--- config.mk ---
export PLATFORM = sky130hd
export DESIGN_NAME = nasti_mem_bridge_flat
export DESIGN_NICKNAME = d
export VERILOG_FILES = /design/src/rtl/nasti_mem_bridge_if.sv /design/src/rtl/nasti_mem_bridge.sv /design/src/flat_wrapper.sv
export SDC_FILE = /design/constraint.sdc
export NUM_CORES = 1
export LEC_CHECK = 0
export ABC_AREA = 1
export BUFFER_PORTS_ARGS = -buffer_cell sky130_fd_sc_hd__buf_2
export CAP_MARGIN = 15
export CELL_PAD_IN_SITES_DETAIL_PLACEMENT = 1
export CELL_PAD_IN_SITES_GLOBAL_PLACEMENT = 1
export CORE_AREA = 2 2 217 219
export CTS_CLUSTER_DIAMETER = 150
export CTS_CLUSTER_SIZE = 40
export DETAILED_ROUTE_END_ITERATION = 6
export DIE_AREA = 0 0 219 221
export MAX_ROUTING_LAYER = met4
export PLACE_DENSITY_LB_ADDON = 0.3
export SLEW_MARGIN = 20
export SYNTH_ARGS = -nofsm -noshare
export SYNTH_HDL_FRONTEND = slang
export SYNTH_SLANG_ARGS = --single-unit
--- constraint.sdc ---
create_clock -name clk -period 2.1 [get_ports clk]
set_clock_uncertainty 0.1 [all_clocks]
set_input_delay 0.105 -clock clk [delete_from_list [all_inputs] [get_ports clk]]
set_output_delay 0.105 -clock clk [all_outputs]
set_load 0.01 [all_outputs]
--- src/rtl/nasti_mem_bridge_if.sv ---
// Shim-side (in_*) and PS-side (out_*) AXI channels of the NastiShim memory bridge.
// The bridge uses modport slave; the shim/PS environment uses modport master.
interface nasti_mem_bridge_if #(
  parameter int unsigned ADDR_W = 32,
  parameter int unsigned DATA_W = 64,
  parameter int unsigned ID_W   = 6
);
  localparam int unsigned STRB_W = DATA_W / 8;

  logic              in_ar_valid, in_ar_ready;
  logic [ADDR_W-1:0] in_ar_addr;
  logic [ID_W-1:0]   in_ar_id;
  logic [7:0]        in_ar_len;
  logic [2:0]        in_ar_size;

  logic              in_aw_valid, in_aw_ready;
  logic [ADDR_W-1:0] in_aw_addr;
  logic [ID_W-1:0]   in_aw_id;
  logic [7:0]        in_aw_len;
  logic [2:0]        in_aw_size;

  logic              in_w_valid, in_w_ready, in_w_last;
  logic [DATA_W-1:0] in_w_data;

  logic              in_r_valid, in_r_ready, in_r_last;
  logic [DATA_W-1:0] in_r_data;
  logic [ID_W-1:0]   in_r_id;
  logic [1:0]        in_r_resp;

  logic              in_b_valid, in_b_ready;
  logic [ID_W-1:0]   in_b_id;
  logic [1:0]        in_b_resp;

  logic              out_ar_valid, out_ar_ready, out_ar_lock;
  logic [ADDR_W-1:0] out_ar_addr;
  logic [ID_W-1:0]   out_ar_id;
  logic [7:0]        out_ar_len;
  logic [2:0]        out_ar_size, out_ar_prot;
  logic [1:0]        out_ar_burst;
  logic [3:0]        out_ar_cache, out_ar_qos, out_ar_region;

  logic              out_aw_valid, out_aw_ready, out_aw_lock;
  logic [ADDR_W-1:0] out_aw_addr;
  logic [ID_W-1:0]   out_aw_id;
  logic [7:0]        out_aw_len;
  logic [2:0]        out_aw_size, out_aw_prot;
  logic [1:0]        out_aw_burst;
  logic [3:0]        out_aw_cache, out_aw_qos, out_aw_region;

  logic              out_w_valid, out_w_ready, out_w_last;
  logic [DATA_W-1:0] out_w_data;
  logic [STRB_W-1:0] out_w_strb;

  logic              out_r_valid, out_r_ready, out_r_last;
  logic [DATA_W-1:0] out_r_data;
  logic [ID_W-1:0]   out_r_id;
  logic [1:0]        out_r_resp;

  logic              out_b_valid, out_b_ready;
  logic [ID_W-1:0]   out_b_id;
  logic [1:0]        out_b_resp;

  modport slave (
    input  in_ar_valid, in_ar_addr, in_ar_id, in_ar_len, in_ar_size,
    output in_ar_ready,
    input  in_aw_valid, in_aw_addr, in_aw_id, in_aw_len, in_aw_size,
    output in_aw_ready,
    input  in_w_valid, in_w_data, in_w_last,
    output in_w_ready,
    output in_r_valid, in_r_data, in_r_id, in_r_resp, in_r_last,
    input  in_r_ready,
    output in_b_valid, in_b_id, in_b_resp,
    input  in_b_ready,
    output out_ar_valid, out_ar_addr, out_ar_id, out_ar_len, out_ar_size, out_ar_burst,
           out_ar_cache, out_ar_prot, out_ar_qos, out_ar_region, out_ar_lock,
    input  out_ar_ready,
    output out_aw_valid, out_aw_addr, out_aw_id, out_aw_len, out_aw_size, out_aw_burst,
           out_aw_cache, out_aw_prot, out_aw_qos, out_aw_region, out_aw_lock,
    input  out_aw_ready,
    output out_w_valid, out_w_data, out_w_strb, out_w_last,
    input  out_w_ready,
    input  out_r_valid, out_r_data, out_r_id, out_r_resp, out_r_last,
    output out_r_ready,
    input  out_b_valid, out_b_id, out_b_resp,
    output out_b_ready
  );

  modport master (
    output in_ar_valid, in_ar_addr, in_ar_id, in_ar_len, in_ar_size,
    input  in_ar_ready,
    output in_aw_valid, in_aw_addr, in_aw_id, in_aw_len, in_aw_size,
    input  in_aw_ready,
    output in_w_valid, in_w_data, in_w_last,
    input  in_w_ready,
    input  in_r_valid, in_r_data, in_r_id, in_r_resp, in_r_last,
    output in_r_ready,
    input  in_b_valid, in_b_id, in_b_resp,
    output in_b_ready,
    input  out_ar_valid, out_ar_addr, out_ar_id, out_ar_len, out_ar_size, out_ar_burst,
           out_ar_cache, out_ar_prot, out_ar_qos, out_ar_region, out_ar_lock,
    output out_ar_ready,
    input  out_aw_valid, out_aw_addr, out_aw_id, out_aw_len, out_aw_size, out_aw_burst,
           out_aw_cache, out_aw_prot, out_aw_qos, out_aw_region, out_aw_lock,
    output out_aw_ready,
    input  out_w_valid, out_w_data, out_w_strb, out_w_last,
    output out_w_ready,
    output out_r_valid, out_r_data, out_r_id, out_r_resp, out_r_last,
    input  out_r_ready,
    output out_b_valid, out_b_id, out_b_resp,
    input  out_b_ready
  );
endinterface

--- src/rtl/nasti_mem_bridge.sv ---
// NastiShim memory master -> PS HP/ACP AXI bridge: address remap, AR/AW slices, outstanding caps.
// Define NASTI_MEM_BRIDGE_BOUNDS_CHECK_EN to terminate out-of-window accesses locally with DECERR.
module nasti_mem_bridge #(
  parameter int unsigned       ADDR_W   = 32,
  parameter int unsigned       DATA_W   = 64,
  parameter int unsigned       ID_W     = 6,
  parameter int unsigned       WIN_BITS = 28,
  parameter logic [ADDR_W-1:0] MEM_BASE = ADDR_W'(32'h1000_0000),
  parameter int unsigned       MAX_RD   = 4,
  parameter int unsigned       MAX_WR   = 4
) (
  input  logic               clk,
  input  logic               reset,
  nasti_mem_bridge_if.slave  io
);
  localparam int unsigned STRB_W = DATA_W / 8;
  localparam int unsigned RD_CW  = $clog2(MAX_RD + 1);
  localparam int unsigned WR_CW  = $clog2(MAX_WR + 1);
  localparam int unsigned HI_W   = ADDR_W - WIN_BITS;
  localparam logic [HI_W-1:0] BASE_HI = MEM_BASE[ADDR_W-1:WIN_BITS];

  logic              ar_full, aw_full;
  logic [ADDR_W-1:0] ar_addr_q, aw_addr_q;
  logic [ID_W-1:0]   ar_id_q, aw_id_q;
  logic [7:0]        ar_len_q, aw_len_q;
  logic [2:0]        ar_size_q, aw_size_q;
  logic [RD_CW-1:0]  rd_cnt;
  logic [WR_CW-1:0]  wr_cnt;

  logic ar_oob, aw_oob, ar_err_ok, aw_err_ok;
  logic ar_credit, aw_credit, ar_fire, aw_fire, ar_fwd, aw_fwd;
  logic rd_done, wr_done;

  assign ar_credit = rd_cnt < RD_CW'(MAX_RD);
  assign aw_credit = wr_cnt < WR_CW'(MAX_WR);

  assign io.in_ar_ready = !reset && (ar_oob ? ar_err_ok
                                            : ((!ar_full || io.out_ar_ready) && ar_credit));
  assign io.in_aw_ready = !reset && (aw_oob ? aw_err_ok
                                            : ((!aw_full || io.out_aw_ready) && aw_credit));

  assign ar_fire = io.in_ar_valid && io.in_ar_ready;
  assign aw_fire = io.in_aw_valid && io.in_aw_ready;
  assign ar_fwd  = ar_fire && !ar_oob;
  assign aw_fwd  = aw_fire && !aw_oob;
  assign rd_done = io.out_r_valid && io.out_r_ready && io.out_r_last;
  assign wr_done = io.out_b_valid && io.out_b_ready;

  // Slice occupancy: load wins over drain so a full slice can refill in the same cycle.
  always_ff @(posedge clk) begin
    if (reset) begin
      ar_full <= 1'b0;
      aw_full <= 1'b0;
    end else begin
      if (ar_fwd)               ar_full <= 1'b1;
      else if (io.out_ar_ready) ar_full <= 1'b0;
      if (aw_fwd)               aw_full <= 1'b1;
      else if (io.out_aw_ready) aw_full <= 1'b0;
    end
  end

  // Remap happens at capture so the PS side only ever sees in-window addresses.
  always_ff @(posedge clk) begin
    if (ar_fwd) begin
      ar_addr_q <= {BASE_HI, io.in_ar_addr[WIN_BITS-1:0]};
      ar_id_q   <= io.in_ar_id;
      ar_len_q  <= io.in_ar_len;
      ar_size_q <= io.in_ar_size;
    end
    if (aw_fwd) begin
      aw_addr_q <= {BASE_HI, io.in_aw_addr[WIN_BITS-1:0]};
      aw_id_q   <= io.in_aw_id;
      aw_len_q  <= io.in_aw_len;
      aw_size_q <= io.in_aw_size;
    end
  end

  always_ff @(posedge clk) begin
    if (reset) begin
      rd_cnt <= '0;
      wr_cnt <= '0;
    end else begin
      case ({ar_fwd, rd_done})
        2'b10:   rd_cnt <= rd_cnt + RD_CW'(1);
        2'b01:   if (rd_cnt != '0) rd_cnt <= rd_cnt - RD_CW'(1);
        default: rd_cnt <= rd_cnt;
      endcase
      case ({aw_fwd, wr_done})
        2'b10:   wr_cnt <= wr_cnt + WR_CW'(1);
        2'b01:   if (wr_cnt != '0) wr_cnt <= wr_cnt - WR_CW'(1);
        default: wr_cnt <= wr_cnt;
      endcase
    end
  end

  assign io.out_ar_valid  = ar_full;
  assign io.out_ar_addr   = ar_addr_q;
  assign io.out_ar_id     = ar_id_q;
  assign io.out_ar_len    = ar_len_q;
  assign io.out_ar_size   = ar_size_q;
  assign io.out_ar_burst  = 2'b01;
  assign io.out_ar_cache  = 4'b0011;
  assign io.out_ar_prot   = 3'b000;
  assign io.out_ar_qos    = 4'b0000;
  assign io.out_ar_region = 4'b0000;
  assign io.out_ar_lock   = 1'b0;

  assign io.out_aw_valid  = aw_full;
  assign io.out_aw_addr   = aw_addr_q;
  assign io.out_aw_id     = aw_id_q;
  assign io.out_aw_len    = aw_len_q;
  assign io.out_aw_size   = aw_size_q;
  assign io.out_aw_burst  = 2'b01;
  assign io.out_aw_cache  = 4'b0011;
  assign io.out_aw_prot   = 3'b000;
  assign io.out_aw_qos    = 4'b0000;
  assign io.out_aw_region = 4'b0000;
  assign io.out_aw_lock   = 1'b0;

  assign io.out_w_data = io.in_w_data;
  assign io.out_w_last = io.in_w_last;
  assign io.out_w_strb = {STRB_W{1'b1}};

`ifdef NASTI_MEM_BRIDGE_BOUNDS_CHECK_EN
  localparam logic [1:0] RD_IDLE  = 2'd0;
  localparam logic [1:0] RD_ERR   = 2'd1;
  localparam logic [1:0] WR_IDLE  = 2'd0;
  localparam logic [1:0] WR_DRAIN = 2'd1;
  localparam logic [1:0] WR_RESP  = 2'd2;

  logic [1:0]      rd_state, rd_state_nxt, wr_state, wr_state_nxt;
  logic [7:0]      rd_beats;
  logic [ID_W-1:0] rd_err_id, wr_err_id;

  // Error bursts start only with nothing in flight, so DECERR beats never interleave with PS data.
  assign ar_oob    = |io.in_ar_addr[ADDR_W-1:WIN_BITS];
  assign aw_oob    = |io.in_aw_addr[ADDR_W-1:WIN_BITS];
  assign ar_err_ok = (rd_state == RD_IDLE) && (rd_cnt == '0) && !ar_full;
  assign aw_err_ok = (wr_state == WR_IDLE) && (wr_cnt == '0) && !aw_full;

  always_ff @(posedge clk) begin
    if (reset) begin
      rd_state <= RD_IDLE;
      wr_state <= WR_IDLE;
    end else begin
      rd_state <= rd_state_nxt;
      wr_state <= wr_state_nxt;
    end
  end

  always_ff @(posedge clk) begin
    if (ar_fire && ar_oob) begin
      rd_beats  <= io.in_ar_len;
      rd_err_id <= io.in_ar_id;
    end else if (rd_state == RD_ERR && io.in_r_ready && rd_beats != 8'd0) begin
      rd_beats <= rd_beats - 8'd1;
    end
    if (aw_fire && aw_oob) wr_err_id <= io.in_aw_id;
  end

  always_comb begin
    rd_state_nxt   = rd_state;
    io.in_r_valid  = io.out_r_valid;
    io.in_r_data   = io.out_r_data;
    io.in_r_id     = io.out_r_id;
    io.in_r_resp   = io.out_r_resp;
    io.in_r_last   = io.out_r_last;
    io.out_r_ready = io.in_r_ready;
    case (rd_state)
      RD_IDLE: if (ar_fire && ar_oob) rd_state_nxt = RD_ERR;
      RD_ERR: begin
        io.in_r_valid  = 1'b1;
        io.in_r_data   = '0;
        io.in_r_id     = rd_err_id;
        io.in_r_resp   = 2'b11;
        io.in_r_last   = (rd_beats == 8'd0);
        io.out_r_ready = 1'b0;
        if (io.in_r_ready && rd_beats == 8'd0) rd_state_nxt = RD_IDLE;
      end
      default: rd_state_nxt = RD_IDLE;
    endcase
  end

  always_comb begin
    wr_state_nxt   = wr_state;
    io.in_w_ready  = !reset && io.out_w_ready;
    io.out_w_valid = io.in_w_valid;
    io.in_b_valid  = io.out_b_valid;
    io.in_b_id     = io.out_b_id;
    io.in_b_resp   = io.out_b_resp;
    io.out_b_ready = io.in_b_ready;
    case (wr_state)
      WR_IDLE: if (aw_fire && aw_oob) wr_state_nxt = WR_DRAIN;
      WR_DRAIN: begin
        io.in_w_ready  = !reset;
        io.out_w_valid = 1'b0;
        if (io.in_w_valid && io.in_w_last) wr_state_nxt = WR_RESP;
      end
      WR_RESP: begin
        io.in_b_valid  = 1'b1;
        io.in_b_id     = wr_err_id;
        io.in_b_resp   = 2'b11;
        io.out_b_ready = 1'b0;
        if (io.in_b_ready) wr_state_nxt = WR_IDLE;
      end
      default: wr_state_nxt = WR_IDLE;
    endcase
  end
`else
  assign ar_oob    = 1'b0;
  assign aw_oob    = 1'b0;
  assign ar_err_ok = 1'b0;
  assign aw_err_ok = 1'b0;

  assign io.in_r_valid  = io.out_r_valid;
  assign io.in_r_data   = io.out_r_data;
  assign io.in_r_id     = io.out_r_id;
  assign io.in_r_resp   = io.out_r_resp;
  assign io.in_r_last   = io.out_r_last;
  assign io.out_r_ready = io.in_r_ready;

  assign io.in_w_ready  = !reset && io.out_w_ready;
  assign io.out_w_valid = io.in_w_valid;

  assign io.in_b_valid  = io.out_b_valid;
  assign io.in_b_id     = io.out_b_id;
  assign io.in_b_resp   = io.out_b_resp;
  assign io.out_b_ready = io.in_b_ready;
`endif
endmodule

--- src/flat_wrapper.sv ---
// flat-port wrapper written by rule: the top's interface ports become plain ports
module nasti_mem_bridge_flat 
#(
  parameter int unsigned       ADDR_W   = 32,
  parameter int unsigned       DATA_W   = 64,
  parameter int unsigned       ID_W     = 6,
  parameter int unsigned       WIN_BITS = 28,
  parameter logic [ADDR_W-1:0] MEM_BASE = ADDR_W'(32'h1000_0000),
  parameter int unsigned       MAX_RD   = 4,
  parameter int unsigned       MAX_WR   = 4
)
  (clk, reset, io_in_ar_valid, io_in_ar_addr, io_in_ar_id, io_in_ar_len, io_in_ar_size, io_in_ar_ready, io_in_aw_valid, io_in_aw_addr, io_in_aw_id, io_in_aw_len, io_in_aw_size, io_in_aw_ready, io_in_w_valid, io_in_w_data, io_in_w_last, io_in_w_ready, io_in_r_valid, io_in_r_data, io_in_r_id, io_in_r_resp, io_in_r_last, io_in_r_ready, io_in_b_valid, io_in_b_id, io_in_b_resp, io_in_b_ready, io_out_ar_valid, io_out_ar_addr, io_out_ar_id, io_out_ar_len, io_out_ar_size, io_out_ar_burst, io_out_ar_cache, io_out_ar_prot, io_out_ar_qos, io_out_ar_region, io_out_ar_lock, io_out_ar_ready, io_out_aw_valid, io_out_aw_addr, io_out_aw_id, io_out_aw_len, io_out_aw_size, io_out_aw_burst, io_out_aw_cache, io_out_aw_prot, io_out_aw_qos, io_out_aw_region, io_out_aw_lock, io_out_aw_ready, io_out_w_valid, io_out_w_data, io_out_w_strb, io_out_w_last, io_out_w_ready, io_out_r_valid, io_out_r_data, io_out_r_id, io_out_r_resp, io_out_r_last, io_out_r_ready, io_out_b_valid, io_out_b_id, io_out_b_resp, io_out_b_ready);
  nasti_mem_bridge_if #(.ADDR_W(ADDR_W), .DATA_W(DATA_W), .ID_W(ID_W)) io_i ();
  input  logic clk;
  input  logic reset;
  input wire logic [$bits(io_i.in_ar_valid)-1:0] io_in_ar_valid;
  input wire logic [$bits(io_i.in_ar_addr)-1:0] io_in_ar_addr;
  input wire logic [$bits(io_i.in_ar_id)-1:0] io_in_ar_id;
  input wire logic [$bits(io_i.in_ar_len)-1:0] io_in_ar_len;
  input wire logic [$bits(io_i.in_ar_size)-1:0] io_in_ar_size;
  output wire logic [$bits(io_i.in_ar_ready)-1:0] io_in_ar_ready;
  input wire logic [$bits(io_i.in_aw_valid)-1:0] io_in_aw_valid;
  input wire logic [$bits(io_i.in_aw_addr)-1:0] io_in_aw_addr;
  input wire logic [$bits(io_i.in_aw_id)-1:0] io_in_aw_id;
  input wire logic [$bits(io_i.in_aw_len)-1:0] io_in_aw_len;
  input wire logic [$bits(io_i.in_aw_size)-1:0] io_in_aw_size;
  output wire logic [$bits(io_i.in_aw_ready)-1:0] io_in_aw_ready;
  input wire logic [$bits(io_i.in_w_valid)-1:0] io_in_w_valid;
  input wire logic [$bits(io_i.in_w_data)-1:0] io_in_w_data;
  input wire logic [$bits(io_i.in_w_last)-1:0] io_in_w_last;
  output wire logic [$bits(io_i.in_w_ready)-1:0] io_in_w_ready;
  output wire logic [$bits(io_i.in_r_valid)-1:0] io_in_r_valid;
  output wire logic [$bits(io_i.in_r_data)-1:0] io_in_r_data;
  output wire logic [$bits(io_i.in_r_id)-1:0] io_in_r_id;
  output wire logic [$bits(io_i.in_r_resp)-1:0] io_in_r_resp;
  output wire logic [$bits(io_i.in_r_last)-1:0] io_in_r_last;
  input wire logic [$bits(io_i.in_r_ready)-1:0] io_in_r_ready;
  output wire logic [$bits(io_i.in_b_valid)-1:0] io_in_b_valid;
  output wire logic [$bits(io_i.in_b_id)-1:0] io_in_b_id;
  output wire logic [$bits(io_i.in_b_resp)-1:0] io_in_b_resp;
  input wire logic [$bits(io_i.in_b_ready)-1:0] io_in_b_ready;
  output wire logic [$bits(io_i.out_ar_valid)-1:0] io_out_ar_valid;
  output wire logic [$bits(io_i.out_ar_addr)-1:0] io_out_ar_addr;
  output wire logic [$bits(io_i.out_ar_id)-1:0] io_out_ar_id;
  output wire logic [$bits(io_i.out_ar_len)-1:0] io_out_ar_len;
  output wire logic [$bits(io_i.out_ar_size)-1:0] io_out_ar_size;
  output wire logic [$bits(io_i.out_ar_burst)-1:0] io_out_ar_burst;
  output wire logic [$bits(io_i.out_ar_cache)-1:0] io_out_ar_cache;
  output wire logic [$bits(io_i.out_ar_prot)-1:0] io_out_ar_prot;
  output wire logic [$bits(io_i.out_ar_qos)-1:0] io_out_ar_qos;
  output wire logic [$bits(io_i.out_ar_region)-1:0] io_out_ar_region;
  output wire logic [$bits(io_i.out_ar_lock)-1:0] io_out_ar_lock;
  input wire logic [$bits(io_i.out_ar_ready)-1:0] io_out_ar_ready;
  output wire logic [$bits(io_i.out_aw_valid)-1:0] io_out_aw_valid;
  output wire logic [$bits(io_i.out_aw_addr)-1:0] io_out_aw_addr;
  output wire logic [$bits(io_i.out_aw_id)-1:0] io_out_aw_id;
  output wire logic [$bits(io_i.out_aw_len)-1:0] io_out_aw_len;
  output wire logic [$bits(io_i.out_aw_size)-1:0] io_out_aw_size;
  output wire logic [$bits(io_i.out_aw_burst)-1:0] io_out_aw_burst;
  output wire logic [$bits(io_i.out_aw_cache)-1:0] io_out_aw_cache;
  output wire logic [$bits(io_i.out_aw_prot)-1:0] io_out_aw_prot;
  output wire logic [$bits(io_i.out_aw_qos)-1:0] io_out_aw_qos;
  output wire logic [$bits(io_i.out_aw_region)-1:0] io_out_aw_region;
  output wire logic [$bits(io_i.out_aw_lock)-1:0] io_out_aw_lock;
  input wire logic [$bits(io_i.out_aw_ready)-1:0] io_out_aw_ready;
  output wire logic [$bits(io_i.out_w_valid)-1:0] io_out_w_valid;
  output wire logic [$bits(io_i.out_w_data)-1:0] io_out_w_data;
  output wire logic [$bits(io_i.out_w_strb)-1:0] io_out_w_strb;
  output wire logic [$bits(io_i.out_w_last)-1:0] io_out_w_last;
  input wire logic [$bits(io_i.out_w_ready)-1:0] io_out_w_ready;
  input wire logic [$bits(io_i.out_r_valid)-1:0] io_out_r_valid;
  input wire logic [$bits(io_i.out_r_data)-1:0] io_out_r_data;
  input wire logic [$bits(io_i.out_r_id)-1:0] io_out_r_id;
  input wire logic [$bits(io_i.out_r_resp)-1:0] io_out_r_resp;
  input wire logic [$bits(io_i.out_r_last)-1:0] io_out_r_last;
  output wire logic [$bits(io_i.out_r_ready)-1:0] io_out_r_ready;
  input wire logic [$bits(io_i.out_b_valid)-1:0] io_out_b_valid;
  input wire logic [$bits(io_i.out_b_id)-1:0] io_out_b_id;
  input wire logic [$bits(io_i.out_b_resp)-1:0] io_out_b_resp;
  output wire logic [$bits(io_i.out_b_ready)-1:0] io_out_b_ready;
  assign io_i.in_ar_valid = io_in_ar_valid;
  assign io_i.in_ar_addr = io_in_ar_addr;
  assign io_i.in_ar_id = io_in_ar_id;
  assign io_i.in_ar_len = io_in_ar_len;
  assign io_i.in_ar_size = io_in_ar_size;
  assign io_in_ar_ready = io_i.in_ar_ready;
  assign io_i.in_aw_valid = io_in_aw_valid;
  assign io_i.in_aw_addr = io_in_aw_addr;
  assign io_i.in_aw_id = io_in_aw_id;
  assign io_i.in_aw_len = io_in_aw_len;
  assign io_i.in_aw_size = io_in_aw_size;
  assign io_in_aw_ready = io_i.in_aw_ready;
  assign io_i.in_w_valid = io_in_w_valid;
  assign io_i.in_w_data = io_in_w_data;
  assign io_i.in_w_last = io_in_w_last;
  assign io_in_w_ready = io_i.in_w_ready;
  assign io_in_r_valid = io_i.in_r_valid;
  assign io_in_r_data = io_i.in_r_data;
  assign io_in_r_id = io_i.in_r_id;
  assign io_in_r_resp = io_i.in_r_resp;
  assign io_in_r_last = io_i.in_r_last;
  assign io_i.in_r_ready = io_in_r_ready;
  assign io_in_b_valid = io_i.in_b_valid;
  assign io_in_b_id = io_i.in_b_id;
  assign io_in_b_resp = io_i.in_b_resp;
  assign io_i.in_b_ready = io_in_b_ready;
  assign io_out_ar_valid = io_i.out_ar_valid;
  assign io_out_ar_addr = io_i.out_ar_addr;
  assign io_out_ar_id = io_i.out_ar_id;
  assign io_out_ar_len = io_i.out_ar_len;
  assign io_out_ar_size = io_i.out_ar_size;
  assign io_out_ar_burst = io_i.out_ar_burst;
  assign io_out_ar_cache = io_i.out_ar_cache;
  assign io_out_ar_prot = io_i.out_ar_prot;
  assign io_out_ar_qos = io_i.out_ar_qos;
  assign io_out_ar_region = io_i.out_ar_region;
  assign io_out_ar_lock = io_i.out_ar_lock;
  assign io_i.out_ar_ready = io_out_ar_ready;
  assign io_out_aw_valid = io_i.out_aw_valid;
  assign io_out_aw_addr = io_i.out_aw_addr;
  assign io_out_aw_id = io_i.out_aw_id;
  assign io_out_aw_len = io_i.out_aw_len;
  assign io_out_aw_size = io_i.out_aw_size;
  assign io_out_aw_burst = io_i.out_aw_burst;
  assign io_out_aw_cache = io_i.out_aw_cache;
  assign io_out_aw_prot = io_i.out_aw_prot;
  assign io_out_aw_qos = io_i.out_aw_qos;
  assign io_out_aw_region = io_i.out_aw_region;
  assign io_out_aw_lock = io_i.out_aw_lock;
  assign io_i.out_aw_ready = io_out_aw_ready;
  assign io_out_w_valid = io_i.out_w_valid;
  assign io_out_w_data = io_i.out_w_data;
  assign io_out_w_strb = io_i.out_w_strb;
  assign io_out_w_last = io_i.out_w_last;
  assign io_i.out_w_ready = io_out_w_ready;
  assign io_i.out_r_valid = io_out_r_valid;
  assign io_i.out_r_data = io_out_r_data;
  assign io_i.out_r_id = io_out_r_id;
  assign io_i.out_r_resp = io_out_r_resp;
  assign io_i.out_r_last = io_out_r_last;
  assign io_out_r_ready = io_i.out_r_ready;
  assign io_i.out_b_valid = io_out_b_valid;
  assign io_i.out_b_id = io_out_b_id;
  assign io_i.out_b_resp = io_out_b_resp;
  assign io_out_b_ready = io_i.out_b_ready;
  nasti_mem_bridge #(.ADDR_W(ADDR_W), .DATA_W(DATA_W), .ID_W(ID_W), .WIN_BITS(WIN_BITS), .MEM_BASE(MEM_BASE), .MAX_RD(MAX_RD), .MAX_WR(MAX_WR)) u_core (.clk(clk), .reset(reset), .io(io_i));
endmodule
### Yosys cells after proc, flatten, opt, wreduce, memory -nomap -nowiden

Index checks and enable logic that the tools add are counted.

* $add $sub $neg: 4
* magnitude comparators: 2
* equal/unequal tests: 6
* muxes and demuxes: 8
* reductions and logical operators: 23

Operators by type and width (number)
* 3-bit case mux with 2 select lines: 2
* 1-bit logical AND: 10
* 2-bit nonzero test: 4
* 3-bit by 1-bit adder with 3-bit output (second input constant): 2
* 3-bit < comparator (second input constant): 2
* 3-bit 2-to-1 mux: 2
* 3-bit nonzero test: 2
* 3-bit by 1-bit subtractor with 3-bit output (second input constant): 2
* 2-bit by 1-bit equality test with 1-bit output (second input constant): 2
* 2-bit equality test (second input constant): 2
* 1-bit 2-to-1 mux: 4
* 2-bit by 1-bit inequality test with 1-bit output (second input constant): 2
* 2-bit AND reduction: 2
* 1-bit logical NOT: 3
* 1-bit logical OR: 2

* register bits after elaboration: 98
* bits of input ports: 256
* logic and storage cells: 55

### Longest topological paths before layout

Gate-level depths: netlist of run 1.

* word-level depth: 8
* mapped depth: 14

### Worst setup path before layout of run 1

OpenSTA, ideal clock, no wires.

* path type: register to register
* start point: reg u_core.ar_full (netlist: u_core.io.out_ar_valid)
* end point: reg u_core.ar_addr_q[0] (netlist: u_core.io.out_ar_addr[0]) (enable)
* setup time: 399 ps
* data arrival time: 1510 ps
* slack: 91 ps
* stages on the path, launching flop included: 4
* path buffers: 0
* clock period less this slack: 2009 ps
* cell sequence: dfxtp_1 -> nand2_1 -> nand4_4 -> inv_1

* longest elaborated chain between the ends: 5

RTL lines
* start, declared: RTL line nasti_mem_bridge.sv:22 `logic ar_full, aw_full;`
* start signal, assigned: RTL line nasti_mem_bridge.sv:52 `ar_full <= 1'b0;`
* start signal, assigned: RTL line nasti_mem_bridge.sv:55 `if (ar_fwd) ar_full <= 1'b1;`
* start signal, assigned: RTL line nasti_mem_bridge.sv:56 `else if (io.out_ar_ready) ar_full <= 1'b0;`
* 1-bit logical NOT: RTL line nasti_mem_bridge.sv:38 `: ((!ar_full || io.out_ar_ready) && ar_credit));`
* 1-bit logical OR: RTL line nasti_mem_bridge.sv:38
* 1-bit logical AND: RTL line nasti_mem_bridge.sv:38
* 1-bit logical AND: RTL line nasti_mem_bridge.sv:37 `assign io.in_ar_ready = !reset && (ar_oob ? ar_err_ok`
* 1-bit logical AND: RTL line nasti_mem_bridge.sv:42 `assign ar_fire = io.in_ar_valid && io.in_ar_ready;`
* named net u_core.ar_fire: RTL line nasti_mem_bridge.sv:31 `logic ar_credit, aw_credit, ar_fire, aw_fire, ar_fwd, aw_fwd;`
* end signal, assigned: RTL line nasti_mem_bridge.sv:65 `ar_addr_q <= {BASE_HI, io.in_ar_addr[WIN_BITS-1:0]};`
* end, declared: RTL line nasti_mem_bridge.sv:23 `logic [ADDR_W-1:0] ar_addr_q, aw_addr_q;`

The timed path passes the listed nets, and every way through them passes these cells.
A chain may end at the register's enable or synchronous reset.

### Final worst setup path of run 1

* start point: in io_out_aw_ready
* end point: reg u_core.wr_cnt[2]

* longest elaborated chain between the ends: 7
* elaborated cells on any way between the ends: 10

RTL lines
* start, declared: RTL line flat_wrapper.sv:65 `input wire logic [$bits(io_i.out_aw_ready)-1:0] io_out_aw_ready;`
* 1-bit logical OR *: RTL line nasti_mem_bridge.sv:40 `: ((!aw_full || io.out_aw_ready) && aw_credit));`
* 1-bit logical AND *: RTL line nasti_mem_bridge.sv:40
* 1-bit logical AND *: RTL line nasti_mem_bridge.sv:39 `assign io.in_aw_ready = !reset && (aw_oob ? aw_err_ok`
* 1-bit logical AND *: RTL line nasti_mem_bridge.sv:43 `assign aw_fire = io.in_aw_valid && io.in_aw_ready;`
* 2-bit by 1-bit equality test with 1-bit output / 2-bit equality test (equally long branches): RTL line nasti_mem_bridge.sv:88 `case ({aw_fwd, wr_done})`
* 2-bit by 1-bit inequality test with 1-bit output (no line) / 2-bit nonzero test (equally long branches)
* 2-bit AND reduction (no line)
* end signal, assigned: RTL line nasti_mem_bridge.sv:89 `2'b10: wr_cnt <= wr_cnt + WR_CW'(1);`
* end signal, assigned: RTL line nasti_mem_bridge.sv:90 `2'b01: if (wr_cnt != '0) wr_cnt <= wr_cnt - WR_CW'(1);`
* end signal, assigned: RTL line nasti_mem_bridge.sv:91 `default: wr_cnt <= wr_cnt;`
* end, declared: RTL line nasti_mem_bridge.sv:28 `logic [WR_CW-1:0] wr_cnt;`

Every way passes the cells marked *; elsewhere a longest branch is shown, timed or not.

==> results.toml, run 1 <==
[route]
wirelength_mm = 14.1
drtAntennaViolNets = 0
drc = 0
detail_route.iter0.violations = 101
firstDrtPassIters = 4
viasPerCell = 2.63
vias = 2998
post_drt_wl_per_cell_microns = 12.4

[worst_setup_path]
slowest_stage = "dlygate4sd3_1"
crit_type = "primary input to flip-flop"
start_kind = "primary input"
crit_chain = "dlygate4sd3_1 -> buf_2 -> inv_1 -> nand2_1 -> nand3_2 -> nand2_1 -> nand2_1 -> nand2_1 -> inv_1 -> ha_1 -> inv_1 -> nand2_1 -> nand2_1 -> nand2_1 -> nor2_1 -> nor2_1"
cp.arrival_ns = 1.82
path_max_fanout = 6
cp-end-kind = "flip-flop"
critical_path.max_stage_delay_ns = 0.53
critPathRequiredTime_ns = 2.24
crit_top_cell = "nand2_1"

[clock_network]
numCtsBuffers = 9
cts-resized-gates = 0
ctsHtreeMaxLevel = 3
path_clk_slew_ns = 0.07
cts_buffer_depth = 2
clkSinkCount = 98
cts_tree = "done"
cts_hold_buf = 92
clk_latency_ns = 0.35
clock-root-buffer = "clkbuf_16"
postCtsSetupRepairBufs = 0

[global_routing]
antenna_found_initial = 0
use_met3_pct = 3.07
busiest_layer = "met2"
grt_pass1_wl_mm = 19.2
grt_use_met1_pct = 4.95
grt_pass1_vias = 3056
grt-ovfl-total = 0
grtUsageTotal_pct = 5.57
grt_max_degree = 47
grt.met2_usage_pct = 8.55

[yosys]
async_reset_ff_share_pct = 0
synth_top_area_share_pct = 56.6
yosys.cell_types.count = 22
synth_most_common_cell = "buf_4"
syn-mean-instance-area_sq_um = 12.7
ys_top_cells_by_area = "edfxtp_1 57%, buf_4 32%, dfxtp_1 3.4%, nand2_1 1.4%, inv_1 1.1%"
ys_warn_count = 0
ys_ff_latch = 98
synth_flop_cell = "edfxtp_1"
synth_common_cells = "203 x buf_4, 90 x edfxtp_1, 18 x nand2_1, 14 x inv_1, 9 x nor2_1"
synth_largest_area_cell = "edfxtp_1"
synth-edff-count = 90
syn-instance-count = 377
syn-cell-area_sq_um = 4780
synth-seq-area-share_pct = 59.9

[sta]
whs_ns = 0.0225
drv_slew = 0
period_minus_slack_ns = 1.68
fin_tns_setup_ns = 0
max_freq_ghz = 0.595
setup_viol = 0
timing.final.ws_setup_ns = 0.419
rsz0062_at_grt = "false"
hold_viol = 0
fin_crit_sh_pct = 80.1

[final_layout]
drive_gt1_share_pct = 43.6
nets = 788
area_growth_pct = 35.4
fin_util_pct = 14.0
n_antenna_cell = 0

[floorplanning]
coreArea_sq_um = 46100
chipWidth_microns = 219
pin_count = 554
start_util_pct = 10.4
fp.dieH_microns = 221
dieArea_sq_um = 48400
rows = 79

[hold_path]
worstHoldPathType = "primary input to flip-flop"

[pwr]
clockPowerShare_pct = 36.9
ir_drop_v = 0.000349
intPower_mw = 3.48
power.share.switching_pct = 24.2
p_switching_mw = 1.11
p_per_area_nw_per_um2 = 709
seqPwrFrac_pct = 49.9
leakage_nw = 2.65
combPwrFrac_pct = 13.2

[outcome]
outcome = "finished clean"

[place]
gp_congestion = 0.668
dp_slack_ns = 0.368
port-buffer-count = 201
dp_hpwl_mm = 10.6

[flow_run]
drv_cap = 0
[power by group through the flow]
stage	Combinational, mW	Sequential (mW)	Clock, mW
detailed placement	0.475	2.33	0
global placement	0.469	2.33	0
floorplan	0.531	2.38	0
global route	0.672	2.30	1.84
CTS	0.616	2.29	1.79
finish	0.605	2.29	1.69
[metrics by stage]
step                      std cells  cell area (sq um)  total power [mW]
final                          1142               6470              4.59
after global routing           1142               6470              4.81
after global placement         1034               5250              2.80
after floorplan                 427               4960              2.91
after detailed placement       1034               5250              2.81
after CTS                      1142               6470              4.69
[worst max-delay path: cells and delay by family]
kind | cells | cell delay [ns]
fa+ha+maj | 1 | 0.16
simple gates | 10 | 0.79
buf+inv | 5 | 0.77
[cells in the final DEF (no fill, tap or decap), drive strengths merged]
master | synthesis | routed
conb | 2 | 52
edfxtp | 90 | 90
o21ai | 4 | 4
fa | 1 | 1
inv | 17 | 19
and3 | 1 | 1
nor2 | 11 | 11
ha | 1 | 1
nand4 | 2 | 2
dlygate4sd3 | 0 | 92
a21oi | 6 | 6
nand2 | 21 | 21
clkbuf | 0 | 9
buf | 203 | 203
bufinv | 0 | 1
clkinvlp | 0 | 1
dfxtp | 8 | 8
nand3 | 10 | 10
clkinv | 0 | 3
[flip-flops by register name (all words and copies together) (netlist names)]
signal / cells
u_core.io.out_ar_valid: 1
u_core.io.out_ar_id: 6
u_core.io.out_aw_addr: 28
u_core.io.out_aw_size: 3
u_core.io.out_aw_valid: 1
u_core.io.out_ar_len: 8
u_core.rd_cnt: 3
u_core.io.out_aw_id: 6
u_core.io.out_ar_addr: 28
u_core.io.out_aw_len: 8
u_core.io.out_ar_size: 3
u_core.wr_cnt: 3
[layer usage]
metal,up-vias,part of all wire [%]
met5,-,0
met4,0,6.5
met3,88,16
met2,314,44
met1,1309,33
li1,1287,-
[final timing paths]
check                                              startpoint  slack [ns]  depth (start not counted)                                   to
worst max-delay path                          io_out_aw_ready        0.42                         16        u_core.wr_cnt[2]$_SDFFE_PP0P_
worst min-delay path                          io_out_ar_ready        0.02                          4  u_core.io.out_ar_valid$_SDFFE_PP0P_
worst max register to register  u_core.wr_cnt[2]$_SDFFE_PP0P_        0.46                         13        u_core.wr_cnt[2]$_SDFFE_PP0P_
worst min register to register  u_core.wr_cnt[0]$_SDFFE_PP0P_        0.39                          1        u_core.wr_cnt[0]$_SDFFE_PP0P_
[logic make-up (layout without fill, tap and decap cells)]
kind of cell | after synthesis | count (layout) | synth area share, %
and+or+nand+nor | 45 | 45 | 4.87
buffers and inverters | 220 | 328 | 33.2
adders and majority gates | 2 | 2 | 0.681
AOI/OAI and AO/OA | 10 | 10 | 1.13
DFF | 98 | 98 | 59.9
other | 2 | 52 | 0.157
[area by class of cell]
cell class              instances  area [sq um]
flip-flops and latches         98          2860
clock inverters                 7          76.3
multi-input cells             109           514
well taps                     607           759
clock buffers                   9           225
fillers                      5395         39600
repair buffers                295          1970
inverters                      17          63.8
Note: power is estimated with default switching activity, not from simulation.
==> run 2: changes to the inputs <==
--- a/config.mk
+++ b/config.mk
@@ -10,11 +10,11 @@
 export CAP_MARGIN = 15
 export CELL_PAD_IN_SITES_DETAIL_PLACEMENT = 1
 export CELL_PAD_IN_SITES_GLOBAL_PLACEMENT = 1
-export CORE_AREA = 2 2 217 219
+export CORE_AREA = 2 2 215 217
 export CTS_CLUSTER_DIAMETER = 150
 export CTS_CLUSTER_SIZE = 40
 export DETAILED_ROUTE_END_ITERATION = 6
-export DIE_AREA = 0 0 219 221
+export DIE_AREA = 0 0 217 219
 export MAX_ROUTING_LAYER = met4
 export PLACE_DENSITY_LB_ADDON = 0.3
 export SLEW_MARGIN = 20
==> constraint.sdc (replaced) <==
create_clock -name clk -period 1.65 [get_ports clk]
set_clock_uncertainty 0.1 [all_clocks]
set_input_delay 0.0825 -clock clk [delete_from_list [all_inputs] [get_ports clk]]
set_output_delay 0.0825 -clock clk [all_outputs]
set_load 0.01 [all_outputs]
==> run 2 against run 1 <==
Sequential share of layout area down 0.89 points. Design area rose by 2.1%. Clock power grew 28%. Die area is 1.8% lower. Worst setup slack worse by 0.31 ns. Critical path depth decreased by 5.
==> results.toml, run 2 (synthesized netlist as in run 1, its figures left out) <==
[outcome]
outcome = "finished clean"

[worst_setup_path]
worst-path-buf-inv = 4
start_kind = "primary input"
path_max_fanout = 3
slowest_stage = "dlygate4sd3_1"
reg2reg_from = "u_core.wr_cnt[2]$_SDFFE_PP0P_"
cp-end-kind = "flip-flop"
worst_r2r_path_depth = 5
crit_family = "buffers and inverters"
r2r_slack_ns = 0.13
worst_r2r_endpoint = "u_core.io.out_aw_valid$_SDFFE_PP0P_"
critPathRequiredTime_ns = 1.80
crit_type = "primary input to flip-flop"
crit_chain = "dlygate4sd3_1 -> buf_2 -> inv_1 -> nand2_2 -> nand4_4 -> nand2_1 -> fa_2 -> inv_1 -> nand2_2 -> a21oi_2 -> nor2_1"
critical_path.max_stage_delay_ns = 0.54
cp.arrival_ns = 1.70
cp-startpoint = "io_out_ar_ready"

[global_routing]
grtUsageTotal_pct = 5.92
grt-ovfl-total = 0
busiest_layer = "met2"
use_met3_pct = 3.88
grt_max_degree = 35
grt_pass1_vias = 3058
grt_pass1_wl_mm = 19.7
grt.met2_usage_pct = 9.52
grt_use_met1_pct = 4.71
antenna_found_initial = 0

[clock_network]
path_clk_slew_ns = 0.07
clk_latency_ns = 0.35
numCtsBuffers = 9
clkSinkCount = 98
cts_tree = "done"
clock-root-buffer = "clkbuf_16"
ctsHtreeMaxLevel = 3
cts_buffer_depth = 2

[sta]
hold_viol = 0
period_minus_slack_ns = 1.55
fin_tns_setup_ns = 0
setup_viol = 0
fin_crit_sh_pct = 93.7
max_freq_ghz = 0.647
whs_ns = 0.0471
timing.final.ws_setup_ns = 0.105
drv_slew = 0

[hold_path]
worstHoldPathType = "primary input to flip-flop"
min_from = "reset"
whs_endpoint = "u_core.io.out_ar_valid$_SDFFE_PP0P_"
holdPathStages = 2

[floorplanning]
rows = 78
fp.dieH_microns = 219
start_util_pct = 10.6
chipWidth_microns = 217
dieArea_sq_um = 47500
pin_count = 554
coreArea_sq_um = 45100

[pwr]
ir_drop_v = 0.000425
leakage_nw = 2.71
p_per_area_nw_per_um2 = 894

[route]
vias = 3051
viasPerCell = 2.66
detail_route.iter0.violations = 74
post_drt_wl_per_cell_microns = 12.9
drc = 0
wirelength_mm = 14.7
firstDrtPassIters = 4
drtAntennaViolNets = 0

[final_layout]
nets = 798
fin_util_pct = 14.7
n_antenna_cell = 0
final_cell_mix = "201 x buf_2, 92 x dlygate4sd3_1, 90 x edfxtp_1"
ff_latch_area_sq_um = 2870
design_area_sq_um = 6610
area_growth_pct = 38.3
drive_gt1_share_pct = 46.4
mostFrequentLayoutCell = "buf_2"
multi_input_area_sq_um = 561
fillers = 5262

[place]
gp_congestion = 0.694
dp_hpwl_mm = 11.2
dp_slack_ns = 0.106
port-buffer-count = 201
placed_cell_area_sq_um = 5320

[flow_run]
drv_cap = 0
run 2: cell types whose count changed in the layout (fill, tap and decap cells not counted), sizes merged:
cell	before	now
dlymetal6s4s	0	1
clkinvlp	1	2
buf	203	212
inv	19	18
run 2: cell type report:
class	count	area share, %
inverters	17	1.06
clock inverters	7	1.16
flip-flops and latches	98	43.4
repair buffers	305	31.2
well taps	600	11.4
multi-input cells	109	8.48
clock buffers	9	3.41
run 2: worst max path at each step:
stage	end	slack (ns)	cells past startpoint
floorplan	u_core.io.out_ar_addr[0]$_DFFE_PP_	-0.06	3
global placement	u_core.rd_cnt[2]$_SDFFE_PP0P_	0.13	9
detailed placement	u_core.wr_cnt[2]$_SDFFE_PP0P_	0.11	13
CTS	u_core.rd_cnt[2]$_SDFFE_PP0P_	0.06	11
global route	u_core.wr_cnt[2]$_SDFFE_PP0P_	-0.01	13
finish	u_core.rd_cnt[2]$_SDFFE_PP0P_	0.10	11
run 2: per-stage QoR:
step	power, mW	std cells
global placement	3.60	1035
finish	5.90	1145
global route	6.18	1145
CTS	6.04	1144
floorplan	3.71	427
detailed placement	3.60	1035
run 2: routing by layer:
metal	share of wire (%)	vias up
li1	-	1311
met1	29	1340
met2	47	327
met3	18	73
met4	5.6	0
met5	0	-
run 2: repair_timing:
item                                   CTS  global route
setup buffers                            0             1
setup endpoints to repair                0             4
endpoints found under the hold margin   92             0
hold buffers                            93             0
gates resized for setup                  0            13
run 2: report_power, final:
group	switching, mW	internal, mW
logic	0.426	0.398
clock network	0.977	1.19
registers	0.0420	2.87
total	1.44	4.46
==> run 3: changes to the inputs <==
--- a/config.mk
+++ b/config.mk
@@ -8,7 +8,7 @@
 export ABC_AREA = 1
 export BUFFER_PORTS_ARGS = -buffer_cell sky130_fd_sc_hd__buf_2
 export CAP_MARGIN = 15
-export CELL_PAD_IN_SITES_DETAIL_PLACEMENT = 1
+export CELL_PAD_IN_SITES_DETAIL_PLACEMENT = 0
 export CELL_PAD_IN_SITES_GLOBAL_PLACEMENT = 1
 export CORE_AREA = 2 2 215 217
 export CTS_CLUSTER_DIAMETER = 150
==> run 3 against run 2 <==
Highest routed layer unchanged. Combinational power shrank 2%. Clock-buffer cell count grew 1. Critical path depth shrank 3. Critical endpoint is now u_core.io.out_aw_valid$_SDFFE_PP0P_.
==> results.toml, run 3 (synthesized netlist as in run 1, its figures left out) <==
[floorplanning]
dieArea_sq_um = 47500
fp.dieH_microns = 219
chipWidth_microns = 217
start_util_pct = 10.6
rows = 78
pin_count = 554
coreArea_sq_um = 45100

[clock_network]
clkSinkCount = 98
clk_latency_ns = 0.35
cts_buffer_depth = 2
postCtsSetupRepairBufs = 0
path_clk_slew_ns = 0.07
numCtsBuffers = 9
clock-root-buffer = "clkbuf_16"
ctsHtreeMaxLevel = 3
cts_tree = "done"

[global_routing]
grt_max_degree = 35
use_met3_pct = 3.69
grt-ovfl-total = 0
grt_use_met1_pct = 4.32
grt_pass1_wl_mm = 18.7
grt_pass1_vias = 2950
grtUsageTotal_pct = 5.65
busiest_layer = "met2"
grt.met2_usage_pct = 9.21
antenna_found_initial = 0

[final_layout]
mostFrequentLayoutCell = "buf_2"
area_growth_pct = 37.6
fin_util_pct = 14.6
nets = 797
final_cell_mix = "201 x buf_2, 93 x dlygate4sd3_1, 90 x edfxtp_1"
drive_gt1_share_pct = 45.0
n_antenna_cell = 0
finalNonFillerCells = 1144

[place]
dp_hpwl_mm = 10.8
port-buffer-count = 201
dp_cells = 1035
dp_slack_ns = 0.148
gp_congestion = 0.694

[sta]
period_minus_slack_ns = 1.58
timing.final.ws_setup_ns = 0.0678
setup_viol = 0
max_freq_ghz = 0.632
drv_slew = 0
fin_crit_sh_pct = 95.9
hold_viol = 0
rsz0062_at_grt = "true"
whs_ns = 0.0168

[pwr]
p_per_area_nw_per_um2 = 898
ir_drop_v = 0.000514
leakage_nw = 2.69

[worst_setup_path]
critPathRequiredTime_ns = 1.79
cp-end-kind = "flip-flop"
start_kind = "primary input"
cp.arrival_ns = 1.73
crit_chain = "dlygate4sd3_1 -> buf_2 -> inv_1 -> nand2_2 -> nand3_4 -> buf_4 -> a21oi_1 -> dlygate4sd3_1"
critical_path.max_stage_delay_ns = 0.55
slowest_stage = "dlygate4sd3_1"
path_max_fanout = 4
crit_top_cell = "dlygate4sd3_1"
crit_type = "primary input to flip-flop"

[flow_run]
drv_cap = 0

[route]
vias = 2979
detail_route.iter0.violations = 80
firstDrtPassIters = 4
drc = 0
drtAntennaViolNets = 0
wirelength_mm = 13.9
viasPerCell = 2.60
post_drt_wl_per_cell_microns = 12.2

[hold_path]
worstHoldPathType = "primary input to flip-flop"

[outcome]
outcome = "finished clean"
run 3: cell count changes in the layout (fill, tap and decap cells not counted), moves of 2 or more:
cell | before | now
clkinv_2 | 2 | 0
inv_6 | 1 | 3
nand2_1 | 12 | 15
nand2_2 | 9 | 6
run 3: through the flow:
step / instance area [sq um] / TNS, ns / total power [mW]
after floorplan: 4970 / -2.49 / 3.71
after global placement: 5320 / 0 / 3.60
after detailed placement: 5320 / 0 / 3.60
after CTS: 6550 / 0 / 6.05
after global routing: 6570 / -0.00770 / 6.21
final: 6570 / 0 / 5.90
run 3: critical path: cells and delay by family:
| family | cells | cell delay (ns) |
|---|---|---|
| buffers and inverters | 5 | 1.40 |
| and+or+nand+nor | 2 | 0.19 |
| AOI/OAI and AO/OA | 1 | 0.06 |
run 3: what timing repair did:
action,4_1_cts,5_1_grt
resized for setup,0,5
endpoints found under the setup margin,0,4
endpoints found under the hold margin,92,0
hold buffers,93,0
run 3: final timing paths:
check,from,endpoint,slack [ns],cells after the start
min reg2reg,u_core.wr_cnt[0]$_SDFFE_PP0P_,u_core.wr_cnt[0]$_SDFFE_PP0P_,0.39,1
max reg2reg,u_core.wr_cnt[2]$_SDFFE_PP0P_,u_core.io.out_aw_valid$_SDFFE_PP0P_,0.11,5
max,io_out_aw_ready,u_core.io.out_aw_valid$_SDFFE_PP0P_,0.07,8
min,reset,u_core.io.out_ar_valid$_SDFFE_PP0P_,0.02,2
run 3: power by group:
part           leakage (nW)  switching (mW)  internal (mW)
Combinational          1.64           0.412          0.393
Sequential            0.904          0.0372           2.87
Clock                 0.147           0.989           1.20
run 3: per-layer routing:
metal / part of all wire [%] / wire, microns
met1: 29 / 4100
met2: 46 / 6460
met3: 18 / 2560
met5: 0 / 0
met4: 5.8 / 814
run 3: layout make-up:
cell class | count | area (sq um)
multi-input cells | 109 | 537
clock inverters | 6 | 71.3
well taps | 600 | 751
flip-flops and latches | 98 | 2860
fillers | 5088 | 38500
clock buffers | 10 | 229
repair buffers | 304 | 2050
inverters | 17 | 70.1
